[src/rtl/photon_count_sequencer.sv]
`default_nettype none
// ============================================================================
//  Module      : photon_count_sequencer
//  Description : Run-level controller for the PMT photon-counting lock-in
//                datapath. Sequences settle/clear/integrate/latch/handoff for
//                a run of integration windows, with periodic dark windows.
//  Revision    : 1.0 - initial release
// ============================================================================
module photon_count_sequencer #(
    parameter int CNT_W = 32,
    parameter int IDX_W = 16
) (
    input  logic             main_clock,
    input  logic             reset_n,
    input  logic             start,
    input  logic             abort,
    input  logic [CNT_W-1:0] window_cycles,
    input  logic [IDX_W-1:0] settle_cycles,
    input  logic [IDX_W-1:0] num_windows,
    input  logic [7:0]       dark_every,
    output logic             mod_enable,
    output logic             count_clear,
    output logic             count_enable,
    output logic             count_latch,
    output logic             window_dark,
    output logic [IDX_W-1:0] window_index,
    output logic             result_valid,
    input  logic             result_ready,
    output logic             busy,
    output logic             done
);

    typedef enum logic [2:0] {
        ST_IDLE      = 3'd0,
        ST_SETTLE    = 3'd1,
        ST_CLEAR     = 3'd2,
        ST_INTEGRATE = 3'd3,
        ST_LATCH     = 3'd4,
        ST_HANDOFF   = 3'd5,
        ST_DONE      = 3'd6
    } state_t;

    localparam logic [CNT_W-1:0] c_min_window = CNT_W'(2);
    localparam logic [CNT_W-1:0] c_one_cnt    = CNT_W'(1);
    localparam logic [IDX_W-1:0] c_one_idx    = IDX_W'(1);

    state_t           r_state;
    logic [CNT_W-1:0] r_win_len;
    logic [CNT_W-1:0] r_int_cnt;
    logic [IDX_W-1:0] r_settle_len;
    logic [IDX_W-1:0] r_settle_cnt;
    logic [IDX_W-1:0] r_last_idx;
    logic [7:0]       r_dark_every;
    logic [7:0]       r_dark_cnt;

    logic [CNT_W-1:0] w_win_len_in;
    logic [IDX_W-1:0] w_settle_len_in;
    logic [IDX_W-1:0] w_last_idx_in;
    logic [7:0]       w_dark_cnt_first;
    logic [7:0]       w_dark_cnt_next;
    logic             w_dark_first;
    logic             w_dark_next;
    logic             w_start_go;

    // Configuration is clamped once at start so the run loop only needs
    // equality compares against latched values.
    assign w_win_len_in    = (window_cycles < c_min_window) ? c_min_window : window_cycles;
    assign w_settle_len_in = (settle_cycles == '0) ? c_one_idx : settle_cycles;
    assign w_last_idx_in   = (num_windows == '0) ? '0 : (num_windows - c_one_idx);
    assign w_start_go      = start && !abort;

    // Dark down-counter: reaching zero marks the last window of each period.
    assign w_dark_cnt_first = dark_every - 8'd1;
    assign w_dark_first     = (dark_every == 8'd1);
    assign w_dark_cnt_next  = (r_dark_cnt == 8'd0) ? (r_dark_every - 8'd1)
                                                   : (r_dark_cnt - 8'd1);
    assign w_dark_next      = (r_dark_every != 8'd0) && (w_dark_cnt_next == 8'd0);

    always_ff @(posedge main_clock or negedge reset_n) begin
        if (!reset_n) begin
            r_state      <= ST_IDLE;
            r_win_len    <= '0;
            r_int_cnt    <= '0;
            r_settle_len <= '0;
            r_settle_cnt <= '0;
            r_last_idx   <= '0;
            r_dark_every <= '0;
            r_dark_cnt   <= '0;
            mod_enable   <= 1'b0;
            count_clear  <= 1'b0;
            count_enable <= 1'b0;
            count_latch  <= 1'b0;
            window_dark  <= 1'b0;
            window_index <= '0;
            result_valid <= 1'b0;
            busy         <= 1'b0;
            done         <= 1'b0;
        end else begin
            count_clear  <= 1'b0;
            count_enable <= 1'b0;
            count_latch  <= 1'b0;
            result_valid <= 1'b0;
            done         <= 1'b0;

            if (abort && (r_state != ST_IDLE)) begin
                r_state      <= ST_IDLE;
                mod_enable   <= 1'b0;
                window_dark  <= 1'b0;
                window_index <= '0;
                busy         <= 1'b0;
            end else begin
                case (r_state)
                    ST_IDLE: begin
                        if (w_start_go) begin
                            r_win_len    <= w_win_len_in;
                            r_settle_len <= w_settle_len_in;
                            r_last_idx   <= w_last_idx_in;
                            r_dark_every <= dark_every;
                            r_dark_cnt   <= w_dark_cnt_first;
                            window_index <= '0;
                            r_state      <= ST_SETTLE;
                            r_settle_cnt <= c_one_idx;
                            window_dark  <= w_dark_first;
                            mod_enable   <= !w_dark_first;
                            busy         <= 1'b1;
                        end
                    end

                    ST_SETTLE: begin
                        if (r_settle_cnt == r_settle_len) begin
                            r_state     <= ST_CLEAR;
                            count_clear <= 1'b1;
                        end else begin
                            r_settle_cnt <= r_settle_cnt + c_one_idx;
                        end
                    end

                    ST_CLEAR: begin
                        r_state      <= ST_INTEGRATE;
                        r_int_cnt    <= c_one_cnt;
                        count_enable <= 1'b1;
                    end

                    ST_INTEGRATE: begin
                        if (r_int_cnt == r_win_len) begin
                            r_state     <= ST_LATCH;
                            count_latch <= 1'b1;
                        end else begin
                            r_int_cnt    <= r_int_cnt + c_one_cnt;
                            count_enable <= 1'b1;
                        end
                    end

                    ST_LATCH: begin
                        r_state      <= ST_HANDOFF;
                        result_valid <= 1'b1;
                    end

                    ST_HANDOFF: begin
                        if (!result_ready) begin
                            result_valid <= 1'b1;
                        end else if (window_index == r_last_idx) begin
                            r_state     <= ST_DONE;
                            done        <= 1'b1;
                            mod_enable  <= 1'b0;
                            window_dark <= 1'b0;
                        end else begin
                            // Next window starts immediately, no idle gap.
                            window_index <= window_index + c_one_idx;
                            r_dark_cnt   <= w_dark_cnt_next;
                            r_state      <= ST_SETTLE;
                            r_settle_cnt <= c_one_idx;
                            window_dark  <= w_dark_next;
                            mod_enable   <= !w_dark_next;
                        end
                    end

                    ST_DONE: begin
                        r_state      <= ST_IDLE;
                        window_index <= '0;
                        busy         <= 1'b0;
                    end

                    default: begin
                        r_state      <= ST_IDLE;
                        mod_enable   <= 1'b0;
                        window_dark  <= 1'b0;
                        window_index <= '0;
                        busy         <= 1'b0;
                    end
                endcase
            end
        end
    end

endmodule
`default_nettype wire

[config.mk]
export PLATFORM = sky130hd
export DESIGN_NAME = photon_count_sequencer
export DESIGN_NICKNAME = d
export VERILOG_FILES = /design/src/rtl/photon_count_sequencer.sv
export SDC_FILE = /design/constraint.sdc
export NUM_CORES = 1
export LEC_CHECK = 0
export ABC_CLOCK_PERIOD_IN_PS = 2300
export BUFFER_PORTS_ARGS = -buffer_cell sky130_fd_sc_hd__buf_2
export CAP_MARGIN = 20
export CORE_ASPECT_RATIO = 1.4
export CORE_MARGIN = 2
export CORE_UTILIZATION = 45
export CTS_CLUSTER_DIAMETER = 60
export DETAILED_ROUTE_END_ITERATION = 10
export PLACE_DENSITY_LB_ADDON = 0.1
export SKIP_LAST_GASP = 1
export SLEW_MARGIN = 20
export SYNTH_ARGS = -nofsm -noshare
export SYNTH_HDL_FRONTEND = slang
export SYNTH_SLANG_ARGS = --single-unit
[constraint.sdc]
create_clock -name main_clock -period 2.3 [get_ports main_clock]
set_clock_uncertainty 0.05 [all_clocks]
set_input_delay 0 -clock main_clock [delete_from_list [all_inputs] [get_ports main_clock]]
set_output_delay 0 -clock main_clock [all_outputs]
set_load 0.01 [all_outputs]
Yosys cells after proc, flatten, opt, wreduce, memory -nomap -nowiden
Index checks and enable logic that the tools add are counted.
Word-level totals
  word-level logic and storage cells: 132
  output and inout bits: 24
  flip-flop bits (word level): 155
Cells by class
  $add $sub $neg: 7
  eq/ne operators: 23
  multiplexer cells: 56
  reduce and logical (&&, ||, !) cells: 27
  $lt $le $gt $ge: 1
  bitwise logic cells: 1
Operators with widths (count)
  two-way mux 16 bit: 10
  case mux 16 bit (3 select lines): 2
  two-way mux 32 bit: 2
  case mux 32 bit (2 select lines): 1
  adder 16 x 1 -> 16 bit, second input constant: 2
  adder 32 x 1 -> 32 bit, second input constant: 1
  == test 16 bit: 2
  == test 32 bit: 1
  zero test 16 bit: 2
  less-than comparator 32 x 2 -> 1 bit, second input constant: 1
  two-way mux 8 bit: 4
  two-way mux 1 bit: 24
  subtractor 8 x 1 -> 8 bit, second input constant: 3
  two-way mux 3 bit: 6
  case mux 3 bit (6 select lines): 1
  zero test 8 bit: 2
  case mux 8 bit (2 select lines): 1
  subtractor 16 x 1 -> 16 bit, second input constant: 1
  != test 3 bit, second input constant: 5
  != test 2 bit, second input constant: 5
  OR reduction 5 bit: 2
  == test 3 bit, second input constant: 3
  AND reduction 3 bit: 3
  == test 8 x 1 -> 1 bit, second input constant: 1
  other kinds (17): 30

Logic depth before layout (Yosys ltp)
  depth in word-level cells: 9
  gate-level depth with buffers: 11
  depth with buffers taken out: 9

Worst setup path before layout
Ideal clock, no wire load.
  path kind: register -> register
  start: register r_dark_cnt[1]
  end: register window_dark
  buffers on the path: 0
  clock period less this slack: 2.376 ns
  data required time: 2.168 ns
  arrival: 2.244 ns
  cell stages (with the launch flop): 9
  slack: -0.076 ns
  path through: dfrtp_1 -> nor4_4 -> a41oi_2 -> ha_1 -> and2b_1 -> a221oi_1 -> nor2_1 -> or4_1 -> a31oi_1
On the way
  word-level cells in the longest chain between the ends: 8
Ends and longest elaborated chain
  start: declaration: line 54  | logic [7:0] r_dark_cnt;
  start signal: assignment: line 119  | r_dark_cnt <= w_dark_cnt_first;
  start signal: assignment: line 170  | r_dark_cnt <= w_dark_cnt_next;
  subtractor 8 x 1 -> 8 bit / zero test 8 bit (equally long branches): line 76, 75
  two-way mux 8 bit (*): line 75  | assign w_dark_cnt_next = (r_dark_cnt == 8'd0) ? (r_dark_every - 8'd1)
  zero test 8 bit (*): line 77  | assign w_dark_next = (r_dark_every != 8'd0) && (w_dark_cnt_next == 8'd0);
  logical AND 1 bit (*): line 77
  two-way mux 1 bit (*): line 162  | end else if (window_index == r_last_idx) begin
  two-way mux 1 bit (*): line 160  | if (!result_ready) begin
  case mux 1 bit (3 select lines) (*): line 112  | case (r_state)
  two-way mux 1 bit (*): line 105  | if (abort && (r_state != ST_IDLE)) begin
  end signal: assignment: line 123  | window_dark <= w_dark_first;
  end signal: assignment: line 173  | window_dark <= w_dark_next;
  end: declaration: line 25  | output logic window_dark,
Mark *: on every way between the ends. The rest lies on a longest branch, timed or not. The select of a mux whose other input is x is not followed.
A chain may end at the register's enable or synchronous reset.

Final worst setup path
  start: register r_dark_cnt[0]
  end: register window_dark
Same word-level chain as after synthesis.

==> results.py <==
metrics = {
    "run_status": {
        "status": "finished with violations",
        "violations": "setup timing",
    },
    "place": {
        "routabilityCongestion": 0.901,
        "hpwl_um": 17900,
        "dpl.cell_count": 1419,
        "dpl_cell_area_um2": 10300,
        "port_buffers": 100,
    },
    "synthesis": {
        "ys_types": 71,
        "yosysSeqAreaShare": 0.448,
        "syn_area_um2": 8670,
        "ys_ff_latch": 155,
        "synth-main-ff-cell": "dfrtp_1",
        "yosysTopAreaCellShare": 0.448,
        "synth_edf_count": 0,
        "syn-num-nets": 1070,
        "synthCells": 984,
        "synth_area_leaders": "dfrtp_1 45%, nand2_1 10%, xnor2_1 6.2%, xor2_1 4.2%, nor2_1 2.9%",
        "synth.avg_cell_area_um2": 8.81,
        "synth_top_area_cell": "dfrtp_1",
        "synthArstFlopShare": 1.00,
        "yosysWarnings": 0,
    },
    "worst_setup_path": {
        "reg2reg_setup_slack_ns": -0.11,
        "crit_arrival_ns": 2.70,
        "rr_worst_depth": 9,
        "worstPathRequired_ns": 2.59,
        "reg2reg_to": "window_dark$_DFFE_PN0P_",
        "rr_startpoint": "r_dark_cnt[0]$_DFFE_PN0P_",
        "crit_fanout": 3,
        "cp-start-kind": "register",
        "crit_type": "reg -> reg",
        "end_kind": "register",
    },
    "power_and_ir_drop": {
        "p_per_area_nw_per_um2": 980,
        "power.net_switching_w": 0.00431,
        "p_leak_nw": 5.61,
        "clkPwrFrac": 0.256,
        "swShare": 0.363,
        "ir_worst_vdd_v": 0.000583,
        "p_seq_frac": 0.349,
        "comb_power_share": 0.395,
        "p_int_w": 0.00758,
    },
    "clock_tree": {
        "clk_pin_slew_ns": 0.07,
        "clock-sinks": 155,
        "clock_path_buffers": 2,
        "clk_latency_ns": 0.43,
        "clockRootBuffer": "clkbuf_16",
        "cts_buffers": 17,
        "htreeDepth": 4,
        "cts_tree": "yes",
    },
    "timing": {
        "setup_viol": 2,
        "tightest_slew_ns": 0.654,
        "holdWs_ns": 0.0572,
        "fmax_mhz": 415,
        "final_max_slew_viol_count": 0,
        "fin_ws_ns": -0.107,
        "fin_crit_sh": 1.05,
        "slew_headroom": 0.564,
        "post-route-min-period_ns": 2.41,
        "timing.final.hold_violations": 0,
        "rsz0062_at_grt": "true",
    },
    "detailed_routing": {
        "vias": 8243,
        "drtPass1Iterations": 5,
        "routed_wl_um": 25400,
        "wl_per_cell_um": 16.5,
        "post-route-drc-count": 0,
        "antenna_left": 0,
        "drtIter0Drc": 429,
        "viasPerCell": 5.35,
    },
    "cells_and_area": {
        "drive_above_1_share": 0.269,
        "final_cell_mix": "241 x nand2_1, 149 x dfrtp_1, 129 x buf_4",
        "antenna_cells": 0,
        "final_common_cell": "nand2_1",
        "nets": 1366,
        "final_area_um2": 12100,
        "stdcell_count": 1541,
        "syn_to_final_growth_pct": 40.1,
    },
    "grt": {
        "overflow": 0,
        "grt_antenna_before_repair": 0,
        "grt.total_usage": 0.254,
        "grt_pass1_vias": 8061,
        "grt_max_degree": 63,
        "grt_pass1_wl_um": 40900,
    },
    "flow_run": {
        "max_cap_violations": 0,
    },
    "floorplanning": {
        "dieWidth_um": 121,
        "die_height_um": 168,
        "rows": 60,
        "ioPinCount": 101,
        "dieArea_um2": 20400,
        "core_um2": 19100,
        "start_util": 0.454,
    },
    "worst_hold_path": {
        "hp-class": "in -> async",
    },
}
==> critical path, stage by stage (launching register included) <==
cell and delay [ns]:
dfrtp_1 0.40, nor4_2 0.30, buf_4 0.18, a21oi_2 0.06, ha_2 0.21, nand4_1 0.13, xnor2_2 0.13, nand4_1 0.16
or4_1 0.53, a31oi_1 0.17
==> synthesized netlist by cell type, types with 5 or more instances <==
library cell and number:
a211oi_1 5, a21oi_1 38, a31oi_1 8, and2_1 5
and3_1 13, buf_2 10, clkbuf_1 27, dfrtp_1 155
ha_1 9, inv_1 22, mux2i_1 7, nand2_1 241
nand2b_1 9, nand3_1 25, nand4_1 22, nor2_1 66
nor3_1 15, nor4_1 24, o211ai_1 6, o21ai_0 46
o21ai_1 9, o31ai_1 10, or3_1 14, or4_1 12
xnor2_1 61, xor2_1 42
==> cells by family after synthesis <==
family | count (synthesis) | share of synthesized area
AOI/OAI and AO/OA | 173 | 0.140
xor gates and xnor gates | 105 | 0.108
adders and majority gates | 9 | 0.0130
buffers and inverters | 66 | 0.0309
DFF | 155 | 0.448
muxes | 11 | 0.0133
and+or+nand+nor | 465 | 0.248
==> through the flow <==
step | total power [W] | setup slack [ns] | TNS [ns] | utilization
2_1_floorplan | 0.00655 | -0.0435 | -0.0435 | -
3_3_place_gp | 0.00835 | -0.0629 | -0.109 | 0.543
3_5_place_dp | 0.00840 | -0.114 | -0.242 | 0.543
4_1_cts | 0.0117 | -0.0996 | -0.623 | 0.622
5_1_grt | 0.0126 | -0.218 | -0.653 | 0.637
6_report | 0.0119 | -0.107 | -0.124 | 0.637
==> state kept, by name, indices dropped and copies added (netlist names) <==
register      flops
r_int_cnt        32
r_win_len        32
r_last_idx       16
r_settle_cnt     16
r_settle_len     16
window_index     16
r_dark_cnt        8
r_dark_every      8
r_state           3
busy              1
count_clear       1
count_enable      1
count_latch       1
done              1
mod_enable        1
result_valid      1
window_dark       1
==> worst max path at each step <==
stage                                    from                      end  slack (ns)  depth (start not counted)
floorplan           r_dark_cnt[6]$_DFFE_PN0P_  window_dark$_DFFE_PN0P_       -0.04                          8
global placement    r_dark_cnt[6]$_DFFE_PN0P_  window_dark$_DFFE_PN0P_       -0.06                          8
detailed placement  r_dark_cnt[6]$_DFFE_PN0P_  window_dark$_DFFE_PN0P_       -0.11                          8
CTS                 r_dark_cnt[3]$_DFFE_PN0P_  window_dark$_DFFE_PN0P_        -0.1                          8
global route        r_dark_cnt[0]$_DFFE_PN0P_  window_dark$_DFFE_PN0P_       -0.22                          9
finish              r_dark_cnt[0]$_DFFE_PN0P_  window_dark$_DFFE_PN0P_       -0.11                          9
==> layer usage <==
| layer | routed length [µm] | track usage |
|---|---|---|
| met2 | 13300 | 0.443 |
| met4 | 729 | 0.0850 |
| met1 | 10500 | 0.320 |
| met5 | 0 | 0 |
| met3 | 894 | 0.0390 |
==> repair_timing <==
action	CTS	global route
setup buffers	1	11
endpoints found under the hold margin	169	0
gates resized for setup	12	45
gates cloned	0	0
pin swaps	4	22
hold buffers	79	0
endpoints found under the setup margin	5	48
==> area by class of cell <==
| cell class | instances | area [µm²] |
|---|---|---|
| sequential | 155 | 3890 |
| tap | 248 | 310 |
| multi-input combinational | 763 | 4780 |
| inverter | 25 | 93.8 |
| clock buffer | 22 | 484 |
| timing repair buffer | 318 | 2430 |
| fill | 1619 | 6930 |
| clock inverter | 10 | 153 |
==> power by group through the flow <==
stage	combinational (W)	clock, W	sequential (W)
after floorplan	0.00247	0	0.00407
after global placement	0.00418	0	0.00417
after detailed placement	0.00421	0	0.00419
after CTS	0.00444	0.00309	0.00415
after global routing	0.00521	0.00320	0.00425
final	0.00470	0.00304	0.00416
Power figures use the tool's default switching activity.
